`src/rtl/ram_arbiter.sv`:
```
// Single-port SRAM arbiter: display reads, game read/write, bulk clear.
// The display has priority; the game is forced in after STARVE_LIMIT waits.
module ram_arbiter #(
    parameter int ADDR_WIDTH   = 9,
    parameter int DATA_WIDTH   = 1,
    parameter int DEPTH        = 384,
    parameter int STARVE_LIMIT = 4
) (
    input  logic                  i_clk,
    input  logic                  i_rst,
    input  logic                  i_clr_start,
    output logic                  o_clr_busy,
    input  logic                  i_disp_req,
    input  logic [ADDR_WIDTH-1:0] i_disp_addr,
    output logic                  o_disp_gnt,
    output logic                  o_disp_valid,
    output logic [DATA_WIDTH-1:0] o_disp_data,
    input  logic                  i_game_req,
    input  logic                  i_game_we,
    input  logic [ADDR_WIDTH-1:0] i_game_addr,
    input  logic [DATA_WIDTH-1:0] i_game_wdata,
    output logic                  o_game_gnt,
    output logic                  o_game_valid,
    output logic [DATA_WIDTH-1:0] o_game_rdata,
    output logic [ADDR_WIDTH-1:0] o_ram_addr,
    output logic                  o_ram_write,
    output logic [DATA_WIDTH-1:0] o_ram_wdata,
    input  logic [DATA_WIDTH-1:0] i_ram_data
);

    typedef enum logic {
        IDLE  = 1'b0,
        CLEAR = 1'b1
    } state_t;

    localparam logic [3:0]            LIM  = 4'(STARVE_LIMIT);
    localparam logic [ADDR_WIDTH-1:0] LAST = ADDR_WIDTH'(DEPTH - 1);

    state_t                r_state;
    state_t                w_state_nx;
    logic [ADDR_WIDTH-1:0] r_clr_addr;
    logic [ADDR_WIDTH-1:0] w_clr_addr_nx;
    logic [3:0]            r_starve;
    logic [3:0]            w_starve_nx;
    logic                  r_disp_rd_q;
    logic                  r_game_rd_q;
    logic                  w_disp_gnt;
    logic                  w_game_gnt;

    always_ff @(posedge i_clk or posedge i_rst) begin
        if (i_rst) begin
            r_state     <= IDLE;
            r_clr_addr  <= '0;
            r_starve    <= '0;
            r_disp_rd_q <= 1'b0;
            r_game_rd_q <= 1'b0;
        end else begin
            r_state     <= w_state_nx;
            r_clr_addr  <= w_clr_addr_nx;
            r_starve    <= w_starve_nx;
            r_disp_rd_q <= w_disp_gnt;
            r_game_rd_q <= w_game_gnt && !i_game_we;
        end
    end

    always_comb begin
        w_state_nx    = r_state;
        w_clr_addr_nx = r_clr_addr;
        w_starve_nx   = r_starve;
        w_disp_gnt    = 1'b0;
        w_game_gnt    = 1'b0;
        o_ram_addr    = '0;
        o_ram_write   = 1'b0;
        o_ram_wdata   = i_game_wdata;
        unique case (r_state)
            IDLE: begin
                w_game_gnt = i_game_req && (!i_disp_req || r_starve == LIM);
                w_disp_gnt = i_disp_req && !w_game_gnt;
                if (w_disp_gnt) begin
                    o_ram_addr = i_disp_addr;
                end else if (w_game_gnt) begin
                    o_ram_addr  = i_game_addr;
                    o_ram_write = i_game_we;
                end
                if (w_game_gnt || !i_game_req)
                    w_starve_nx = '0;
                else if (w_disp_gnt && r_starve < LIM)
                    w_starve_nx = r_starve + 4'd1;
                if (i_clr_start) begin
                    w_state_nx    = CLEAR;
                    w_clr_addr_nx = '0;
                    w_starve_nx   = '0;
                end
            end
            CLEAR: begin
                o_ram_addr  = r_clr_addr;
                o_ram_write = 1'b1;
                o_ram_wdata = '0;
                w_starve_nx = '0;
                if (r_clr_addr == LAST)
                    w_state_nx = IDLE;
                else
                    w_clr_addr_nx = r_clr_addr + 1'b1;
            end
        endcase
        // Reset must silence the combinational grants and RAM pins at once.
        if (i_rst) begin
            w_disp_gnt  = 1'b0;
            w_game_gnt  = 1'b0;
            o_ram_addr  = '0;
            o_ram_write = 1'b0;
            o_ram_wdata = '0;
        end
    end

    assign o_clr_busy   = (r_state == CLEAR);
    assign o_disp_gnt   = w_disp_gnt;
    assign o_game_gnt   = w_game_gnt;
    assign o_disp_valid = r_disp_rd_q;
    assign o_game_valid = r_game_rd_q;
    assign o_disp_data  = r_disp_rd_q ? i_ram_data : '0;
    assign o_game_rdata = r_game_rd_q ? i_ram_data : '0;

endmodule

```
`config.mk`:
```
export PLATFORM = sky130hd
export DESIGN_NAME = ram_arbiter
export DESIGN_NICKNAME = d
export VERILOG_FILES = /design/src/rtl/ram_arbiter.sv
export SDC_FILE = /design/constraint.sdc
export NUM_CORES = 1
export LEC_CHECK = 0
export BUFFER_PORTS_ARGS = -buffer_cell sky130_fd_sc_hd__buf_2
export CAP_MARGIN = 20
export CELL_PAD_IN_SITES_DETAIL_PLACEMENT = 1
export CELL_PAD_IN_SITES_GLOBAL_PLACEMENT = 1
export CORE_MARGIN = 2
export CORE_UTILIZATION = 34
export DETAILED_ROUTE_END_ITERATION = 6
export HOLD_SLACK_MARGIN = 0.05
export PLACE_DENSITY = 0.86
export REMOVE_ABC_BUFFERS = 1
export SKIP_LAST_GASP = 1
export SLEW_MARGIN = 0
export SYNTH_ARGS = -nofsm -noshare
export SYNTH_HDL_FRONTEND = slang
export SYNTH_SLANG_ARGS = --single-unit
```
`constraint.sdc`:
```
create_clock -name i_clk -period 2.2 [get_ports i_clk]
set_clock_uncertainty 0.1 [all_clocks]
set_input_delay 0 -clock i_clk [delete_from_list [all_inputs] [get_ports i_clk]]
set_output_delay 0 -clock i_clk [all_outputs]
set_load 0.05 [all_outputs]
```
==> flow_metrics.env <==
export IMPL_portBuffers=43
export IMPL_grt_pass1_wl_um=5040
export IMPL_p_leak_nw=0.758
export IMPL_insertion_delay_ps=290
export IMPL_pre_cts_slack_ps=370
export IMPL_finalCriticalPeriod_ps=2070
export IMPL_die_x_um=60.0
export IMPL_async_flop_share_pct=100
export IMPL_fmax_mhz=484
export IMPL_n_antenna_cell=0
export IMPL_critPathLaunchType="register"
export IMPL_setup_violations=0
export IMPL_antenna_found_initial=0
export IMPL_worst_pin_slew_ps=657
export IMPL_multiInputGateArea_um2=606
export IMPL_root_buffer="clkbuf_4"
export IMPL_drc=0
export IMPL_clk_pin_slew_ps=100
export IMPL_finalNetCount=193
export IMPL_yosys_cell_types_count=38
export IMPL_timing_hold_violations_final=0
export IMPL_crit_fanout=9
export IMPL_synthCells=115
export IMPL_row_count=20
export IMPL_area_growth_pct=32.7
export IMPL_yosysSeqAreaShare_pct=37.5
export IMPL_synthTopCellsByArea="dfrtp_1 38%, a22o_1 7.4%, a21o_1 4.9%"
export IMPL_finalWorstSetupSlack_ps=134
export IMPL_cp_arrival_ps=1970
export IMPL_initial_core_util_pct=35.2
export IMPL_post_cts_buffers=0
export IMPL_gp_congestion=0.816
export IMPL_die_h_um=60.0
export IMPL_slowest_delay_ps=420
export IMPL_ir_worst_vdd_v=0.000275
export IMPL_wire_per_inst_um=15.6
export IMPL_ant_nets=0
export IMPL_end_kind="output port"
export IMPL_ys_ff_latch=16
export IMPL_postLayoutCellArea_um2=1420
export IMPL_core_area_um2=3030
export IMPL_synth_most_common_cell="dfrtp_1"
export IMPL_hp_class="primary input to asynchronous set/reset pin"
export IMPL_yosys_warnings=0
export IMPL_cts_htree_levels=1
export IMPL_track_usage_pct=18.4
export IMPL_outcome="completed"
export IMPL_drt_iter0_markers=30
export IMPL_cts_tree="built"
export IMPL_numCtsBuffers=3
export IMPL_nFillCells=382
export IMPL_gr_total_overflow=0
export IMPL_grt_pass1_vias=1064
export IMPL_r2r_slack_ps=190
export IMPL_clkSinkCount=16
export IMPL_max_clock_path_buffers=2
export IMPL_relSlewSlack_pct=56.1
export IMPL_fin_crit_sh_pct=93.9
export IMPL_yosys_area_top_type="dfrtp_1"
export IMPL_maxCapViolations=0
export IMPL_setup_tns_final_ps=0
export IMPL_synthesis_area_um2=1070
export IMPL_synthTopCellsByCount="16 x dfrtp_1, 13 x nor2_1, 9 x a22o_1, 9 x inv_1"
export IMPL_fin_util_pct=46.8
export IMPL_synthFlopType="dfrtp_1"
export IMPL_dieArea_um2=3600
export IMPL_register_area_um2=400
export IMPL_required_ps=2100
export IMPL_pin_count=44
export IMPL_criticalPathCategory="register to output port"
export IMPL_cp_cell_sequence="inv_1, ha_1, nand3b_1, a21boi_2, and2_2, a21o_1, buf_2"
export IMPL_synth_top_cell_area_share_pct=37.5
export IMPL_vias=1074
export IMPL_vias_per_cell=5.19
export IMPL_rsz0062_at_grt="true"
export IMPL_dr_pass1_iters=4
export IMPL_powerDensity_nw_per_um2=873
export IMPL_place_area_um2=1310
export IMPL_hpwl_um=2390
export IMPL_routed_wl_um=3240
export IMPL_critPathSlowestCell="dfrtp_1"
export IMPL_grt_max_degree=17
export IMPL_finalPower_mw=1.24
export IMPL_drive_above_1_share_pct=35.0
export IMPL_synth_edf_count=0
export IMPL_final_max_slew_viol_count=0
export IMPL_synth_area_per_cell_um2=9.28
[state kept, by name, summed over array words and instances, names as in the netlist]
signal	count
r_clr_addr	9
r_starve	4
o_clr_busy	1
o_disp_valid	1
o_game_valid	1
[metrics by stage]
step / hold WS [ps] / instances
after floorplan: -186 / 109
after global placement: 49.9 / 197
after detailed placement: 56.1 / 197
after CTS: 281 / 207
after global routing: 320 / 207
final: 311 / 207
[logic make-up (layout without fill, tap and decap cells)]
group / after synthesis / after routing / synth area share [%]
AOI/OAI and AO/OA: 36 / 36 / 26.1
muxes: 1 / 1 / 0.938
DFF: 16 / 16 / 37.5
and+or+nand+nor: 41 / 41 / 22.6
adders and majority gates: 3 / 3 / 3.52
buffers and inverters: 15 / 63 / 6.80
xor gates and xnor gates: 3 / 3 / 2.46
[report_power, final]
group	internal (mW)	switching, mW
combinational	0.202	0.316
sequential	0.367	0.148
clock	0.101	0.101
total	0.671	0.566
[worst max-delay path: cells and delay by family, from the launching register on]
| family | cells | cell delay (ps) |
|---|---|---|
| DFF | 1 | 420 |
| and+or+nand+nor | 2 | 410 |
| AOI/OAI and AO/OA | 2 | 360 |
| buffers and inverters | 2 | 320 |
| adders and majority gates | 1 | 160 |
[layer usage]
layer  wire length [um]  global-route usage, %
met5                  0                      0
met4                 49                   4.76
met3                144                   2.16
met2               1680                   34.5
met1               1360                   21.9
[repair_timing]
item | CTS | global route
resized for setup | 0 | 6
hold endpoints to repair | 24 | 0
setup endpoints to repair | 0 | 10
hold buffers | 6 | 0
[layout by cell type, fill, tap and decap left out, types with 2 or more instances in the layout]
master         Yosys  routed
nor2_1            13      12
nand2_1            3       3
dlygate4sd3_1      0       6
xnor2_1            3       3
nand3_1            4       4
ha_1               3       3
inv_1              9       9
nor3_1             2       2
a21oi_1            7       7
a31oi_1            2       2
buf_4              2       2
nor2b_1            2       2
clkbuf_4           0       3
dfrtp_1           16      16
a21o_1             7       7
a22o_1             9       9
nand4_1            3       3
buf_2              1      42
and2_1             5       4
[final cells by class]
| cell class | count | area share (%) |
|---|---|---|
| Tap cell | 44 | 3.89 |
| Sequential cell | 16 | 28.3 |
| Timing Repair Buffer | 50 | 20.1 |
| Inverter | 9 | 2.39 |
| Multi-Input combinational cell | 84 | 42.8 |
| Clock buffer | 4 | 2.56 |
[path summary, 6_finish.rpt]
check | from | endpoint | cells after the start
max in group asynchronous | i_rst | r_clr_addr[1] | 3
min in group i_clk | i_game_wdata | o_ram_wdata | 3
worst max-delay path | r_starve[0] | o_ram_addr[6] | 7
worst min register to register | r_clr_addr[0] | r_clr_addr[0] | 1
worst min-delay path | i_rst | o_game_valid | 3
worst max register to register | o_clr_busy | r_starve[2] | 5
(Power assumes the default switching activity.)
